**config.mk**
```make
export PLATFORM = sky130hd
export DESIGN_NAME = pit_irq_ctrl
export DESIGN_NICKNAME = d
export VERILOG_FILES = /design/src/rtl/pit_irq_pkg.sv /design/src/rtl/pit_irq_prio_enc.sv /design/src/rtl/pit_irq_ctrl.sv
export SDC_FILE = /design/constraint.sdc
export NUM_CORES = 1
export LEC_CHECK = 0
export BUFFER_PORTS_ARGS = -buffer_cell sky130_fd_sc_hd__buf_2
export CAP_MARGIN = 20
export CORE_MARGIN = 4
export CORE_UTILIZATION = 38
export DETAILED_ROUTE_END_ITERATION = 12
export GPL_TIMING_DRIVEN = 0
export PLACE_DENSITY = 0.71
export SLEW_MARGIN = 15
export SYNTH_ARGS = -nofsm -noshare
export SYNTH_HDL_FRONTEND = slang
export SYNTH_SLANG_ARGS = --single-unit
```
**constraint.sdc**
```tcl
create_clock -name clk -period 1.1 [get_ports clk]
set_input_delay 0.22 -clock clk [delete_from_list [all_inputs] [get_ports clk]]
set_output_delay 0.22 -clock clk [all_outputs]
set_load 0.1 [all_outputs]
```
**src/rtl/pit_irq_pkg.sv**
```systemverilog
`default_nettype none
// ============================================================================
// Module      : pit_irq_pkg
// Description : Shared register addresses and FSM state type for the PIT
//               interrupt controller.
// Revision    : 1.0 - initial release
// ============================================================================
package pit_irq_pkg;

    localparam logic [1:0] ADDR_MASK  = 2'd0;
    localparam logic [1:0] ADDR_FORCE = 2'd1;
    localparam logic [1:0] ADDR_CLEAR = 2'd2;

    typedef enum logic [0:0] {
        ST_IDLE   = 1'b0,
        ST_ASSERT = 1'b1
    } pit_irq_state_t;

endpackage : pit_irq_pkg
`default_nettype wire

```
**src/rtl/pit_irq_prio_enc.sv**
```systemverilog
`default_nettype none
// ============================================================================
// Module      : pit_irq_prio_enc
// Description : Combinational fixed-priority encoder, lowest set index wins.
// Revision    : 1.0 - initial release
// ============================================================================
module pit_irq_prio_enc #(
    parameter int N   = 4,
    parameter int IDW = 2
) (
    input  logic [N-1:0]   i_vec,
    output logic [IDW-1:0] o_id,
    output logic           o_any
);

    // Scanning high-to-low lets the lowest set index overwrite last.
    always_comb begin
        o_id  = '0;
        o_any = 1'b0;
        for (int i = N - 1; i >= 0; i--) begin
            if (i_vec[i]) begin
                o_id  = IDW'(i);
                o_any = 1'b1;
            end
        end
    end

endmodule : pit_irq_prio_enc
`default_nettype wire

```
**src/rtl/pit_irq_ctrl.sv**
```systemverilog
`default_nettype none
// ============================================================================
// Module      : pit_irq_ctrl
// Description : Latches timer tick pulses into pending bits, masks them and
//               presents one prioritised level IRQ with source id to the host.
//               Optional miss counters / overrun flags: PIT_IRQ_OVERRUN_EN.
// Revision    : 1.0 - initial release
// ============================================================================
module pit_irq_ctrl
    import pit_irq_pkg::*;
#(
    parameter int  NUM_SRC = 4,
    parameter int  MISS_W  = 4,
    localparam int IDW     = (NUM_SRC > 1) ? $clog2(NUM_SRC) : 1
) (
    input  logic               clk,
    input  logic               reset,
    input  logic [NUM_SRC-1:0] src_pulse,
    input  logic               cfg_we,
    input  logic [1:0]         cfg_addr,
    input  logic [7:0]         cfg_wdata,
    input  logic               ack,
    output logic               irq,
    output logic [IDW-1:0]     irq_id,
    output logic [NUM_SRC-1:0] pending,
    output logic [NUM_SRC-1:0] overrun
);

    pit_irq_state_t     r_state;
    pit_irq_state_t     w_state_nxt;
    logic [IDW-1:0]     r_irq_id;
    logic [IDW-1:0]     w_irq_id_nxt;
    logic [NUM_SRC-1:0] r_pending;
    logic [NUM_SRC-1:0] w_pending_nxt;
    logic [NUM_SRC-1:0] r_mask;

    logic [NUM_SRC-1:0] w_wbits;
    logic [NUM_SRC-1:0] w_force;
    logic [NUM_SRC-1:0] w_clear;
    logic [NUM_SRC-1:0] w_eligible;
    logic [NUM_SRC-1:0] w_id_vec;
    logic [NUM_SRC-1:0] w_ack_clr;
    logic               w_ack_fire;
    logic               w_retract;
    logic [IDW-1:0]     w_enc_id;
    logic               w_enc_any;
    logic               w_unused_wdata;

    assign w_wbits        = cfg_wdata[NUM_SRC-1:0];
    assign w_unused_wdata = ^cfg_wdata;
    assign w_force        = (cfg_we && cfg_addr == ADDR_FORCE) ? w_wbits : '0;
    assign w_clear        = (cfg_we && cfg_addr == ADDR_CLEAR) ? w_wbits : '0;
    assign w_eligible     = r_pending & r_mask;

    for (genvar gi = 0; gi < NUM_SRC; gi++) begin : g_id_vec
        assign w_id_vec[gi] = (r_irq_id == IDW'(gi));
    end

    assign w_ack_fire = ack && (r_state == ST_ASSERT);
    assign w_ack_clr  = w_ack_fire ? w_id_vec : '0;
    assign w_retract  = (r_state == ST_ASSERT) && |(w_clear & w_id_vec);

    // New ticks and FORCE are OR-ed in last so they beat CLEAR and ack.
    assign w_pending_nxt = (r_pending & ~(w_clear | w_ack_clr)) | src_pulse | w_force;

    pit_irq_prio_enc #(
        .N   (NUM_SRC),
        .IDW (IDW)
    ) u_prio_enc (
        .i_vec (w_eligible),
        .o_id  (w_enc_id),
        .o_any (w_enc_any)
    );

    always_ff @(posedge clk) begin
        if (reset) begin
            r_pending <= '0;
            r_mask    <= '0;
        end else begin
            r_pending <= w_pending_nxt;
            if (cfg_we && cfg_addr == ADDR_MASK) begin
                r_mask <= w_wbits;
            end
        end
    end

    always_ff @(posedge clk) begin
        if (reset) begin
            r_state  <= ST_IDLE;
            r_irq_id <= '0;
        end else begin
            r_state  <= w_state_nxt;
            r_irq_id <= w_irq_id_nxt;
        end
    end

    always_comb begin
        w_state_nxt  = r_state;
        w_irq_id_nxt = r_irq_id;
        case (r_state)
            ST_IDLE: begin
                if (w_enc_any) begin
                    w_state_nxt  = ST_ASSERT;
                    w_irq_id_nxt = w_enc_id;
                end
            end
            ST_ASSERT: begin
                // Masking the active source does not retract; only ack or CLEAR do.
                if (w_ack_fire || w_retract) begin
                    w_state_nxt = ST_IDLE;
                end
            end
            default: w_state_nxt = ST_IDLE;
        endcase
    end

    assign irq     = (r_state == ST_ASSERT);
    assign irq_id  = r_irq_id;
    assign pending = r_pending;

`ifdef PIT_IRQ_OVERRUN_EN
    logic [MISS_W-1:0]  r_miss_cnt [NUM_SRC];
    logic [NUM_SRC-1:0] r_overrun;
    logic [NUM_SRC-1:0] w_miss;

    assign w_miss = src_pulse & r_pending;

    always_ff @(posedge clk) begin
        if (reset) begin
            r_overrun <= '0;
            for (int i = 0; i < NUM_SRC; i++) begin
                r_miss_cnt[i] <= '0;
            end
        end else begin
            for (int i = 0; i < NUM_SRC; i++) begin
                if (w_clear[i]) begin
                    r_overrun[i] <= 1'b0;
                end else if (w_miss[i]) begin
                    r_overrun[i] <= 1'b1;
                end
                if (w_clear[i] || w_ack_clr[i]) begin
                    r_miss_cnt[i] <= '0;
                end else if (w_miss[i] && r_miss_cnt[i] != '1) begin
                    r_miss_cnt[i] <= r_miss_cnt[i] + MISS_W'(1);
                end
            end
        end
    end

    assign overrun = r_overrun;
`else
    logic [MISS_W-1:0] w_unused_miss;
    assign w_unused_miss = '0;
    assign overrun       = '0;
`endif

endmodule : pit_irq_ctrl
`default_nettype wire

```
==> summary.md <==
| Metric | Value |
|---|---|
| Status | `complete, no violations` |
| DR WL/cell | `12.7 um` |
| Clk_lat worst skew | `between 0.2 and 0.3 ns` |
| Num CTS Buffers | `3` |
| Worst Setup SP | `irq_id[0]$_SDFFE_PP0P_` |
| Die width | `46.9 um` |
| Setup violations, final | `0` |
| Gr ovfl total | `0` |
| Post-route core utilization | `a little over three fifths` |
| Fin crit period | `1.08 ns` |
| Hold_sp | `src_pulse[3]` |
| Syn_area_per_cell | `between 8 and 9 um^2` |
| Hpwl dp | `1080 um` |
| Worst Hold Class | `input pin to register` |
| Top delay family on crit path | `flip-flops` |
| Layout area overhead | `49.3%` |
| Crit path kind | `register to primary output` |
| Clock Sinks | `11` |
| Htree depth | `1` |
| Antenna viol nets, final | `0` |
| Post-synth EDFFs | `0` |
| Most frequent cells in the layout | `buf_2 (13), a21oi_1 (10), dfxtp_4 (7)` |
| Main synth FF type | `dfxtp_1` |
| Skew final | `0.00280 ns` |
| Iter 0 DRT Violations | `10` |
| Worst path slowest cell | `dfxtp_4` |
| Clk pin slew, worst setup/hold paths | `0.07 ns` |
| Synth Cell Area | `576 um^2` |
| PD cells | `1210 nW/um^2` |
| Initial antenna violation count | `0` |
| Largest net degree at the start of global routing | `11` |
| Core Area | `1370 um^2` |
| Final Cycle Share | `98.1%` |
| Initial core utilization | `42.1%` |
| Commonest non-fill, non-tap cell in the layout | `buf_2` |
| Maximum clock insertion buffer count | `2` |
| Final Wtd Congestion | `0.747` |
| DR pass1 iterations | `4` |
| Setup TNS Final | `0 ns` |
| Via/cell ratio | `approximately 5.3` |
| Die area | `2200 um^2` |
| # IOs | `29` |
| Aggregate global-route resource usage | `about 14%` |
| Nets | `between 100 and 150` |
| CTS root buffer | `clkbuf_4` |
| Rows | `13` |
| CTS tree | `yes` |
| Worst reg-to-reg setup slack | `0.05 ns` |
| RSZ-0062 raised after global routing | `true` |
| I/O Buffers | `20` |
| Diode count | `0` |
| Vias in the first global route | `522` |
| # Post-CTS Setup Buffers | `0` |
| FILL cells | `around 120` |
| Leakage | `0.360 nW` |
| Placed Cells | `106` |
| Critical Path Sink Type | `primary output` |
| Arrival time at the worst endpoint | `0.86 ns` |
| Pre-CTS setup slack | `-0.0863 ns` |
| WP data required | `approximately 0.88 ns` |
| Final Hold Slack | `0.190 ns` |
| Worst vdd ir | `0.000634 V` |
| Peak per-stage delay on the critical path | `0.41 ns` |
| YS warnings | `0` |
| # Max-Cap Violations | `0` |
| # DRC | `0` |
| Share of cells above drive strength 1 | `46.3%` |
| Gate Count Post-Synth | `68` |
| Post-Layout Cell Count | `110` |
| Max-slew violation total from the final report | `0` |
| R2R Path Start | `irq_id[1]$_SDFFE_PP0P_` |
| Worst path cell trace | `buf_12` |
| Crit path launch type | `register` |
| Fmax | `927 MHz` |
| Critical path buffers and inverters | `1` |
| Crit-path max FO | `7` |
| Via count | `588` |
| Yosys reg bits | `11` |
| Post-synthesis sequential area ratio | `38.3%` |
| First-pass GRT wire length | `2240 um` |
| Ranking of synthesized cells by area | `dfxtp_1 (38%), a21oi_1 (8.7%), mux2i_1 (7.0%)` |
| Fin. Hold Viols | `0` |
| Total routed wirelength | `approximately 1400 um` |
| Largest area contributor in the netlist | `dfxtp_1` |
| Asr flop ratio synth | `0%` |
| Unique masters post-synth | `22` |
| Die Ht | `46.9 um` |
| Yosys top cell area share | `38.3%` |
| Post-route setup slack | `0.0211 ns` |
-- metrics by stage --
stage | cell area (um^2) | total power, mW
6_report | 860 | 1.04
5_1_grt | 860 | 1.09
4_1_cts | 841 | 1.04
3_5_place_dp | 754 | 0.733
3_3_place_gp | 754 | 0.729
2_1_floorplan | 636 | 0.673
-- path summary, 6_finish.rpt --
kind,to,cells after the start
worst max register to register,pending[2]$_SDFF_PP0_,3
worst max-delay path,irq_id[0],1
worst min register to register,pending[1]$_SDFF_PP0_,2
worst min-delay path,pending[3]$_SDFF_PP0_,3
-- cell usage after synthesis, drive strengths merged, types with 2 or more instances --
cell type,instances
dfxtp,11
a21oi,10
nand2,9
nor2,6
buf,5
mux2i,4
nand3,4
a41oi,2
and3b,2
inv,2
mux2,2
nor3b,2
o211ai,2
o311ai,2
-- sequential cells by signal (all words and copies together), names as in the netlist --
signal	flops
irq	1
irq_id	2
pending	4
r_mask	4
-- what timing repair did --
action / CTS / global route
endpoints found under the setup margin: 7 / 9
gates cloned: 0 / 0
resized for setup: 18 / 5
pin swaps: 0 / 0
hold buffers: 0 / 0
-- metal layers --
metal | share of wire (%) | global-route usage (%) | up-vias
li1 | - | - | 291
met1 | 44 | 17.8 | 272
met2 | 47 | 22.5 | 20
met3 | 6.8 | 4.21 | 5
met4 | 2.2 | 8.29 | 0
met5 | 0 | 0 | -
-- logic make-up (layout without fill, tap and decap cells) --
logic type | Yosys count | count (layout) | share of synthesized area [%]
simple gates | 24 | 24 | 20.9
compound gates | 18 | 18 | 20.2
flops | 11 | 11 | 38.3
buf+inv | 8 | 32 | 9.13
mux | 6 | 6 | 10.9
other cells | 1 | 4 | 0.652
-- cell type report --
type | instances | area [um^2] | area share, %
Multi-Input combinational cell | 52 | 339 | 39.4
Clock buffer | 4 | 26.3 | 3.06
Tap cell | 15 | 18.8 | 2.18
Inverter | 2 | 7.51 | 0.873
Timing Repair Buffer | 20 | 176 | 20.5
Sequential cell | 11 | 246 | 28.7
Buffer | 6 | 45.0 | 5.24
-- power by group --
part | switching [mW] | internal (mW) | total (mW)
combinational | 0.222 | 0.0999 | 0.322
sequential | 0.0260 | 0.411 | 0.437
clock | 0.142 | 0.140 | 0.283
total | 0.390 | 0.652 | 1.04
No activity file was read; power rests on OpenSTA's default activity.
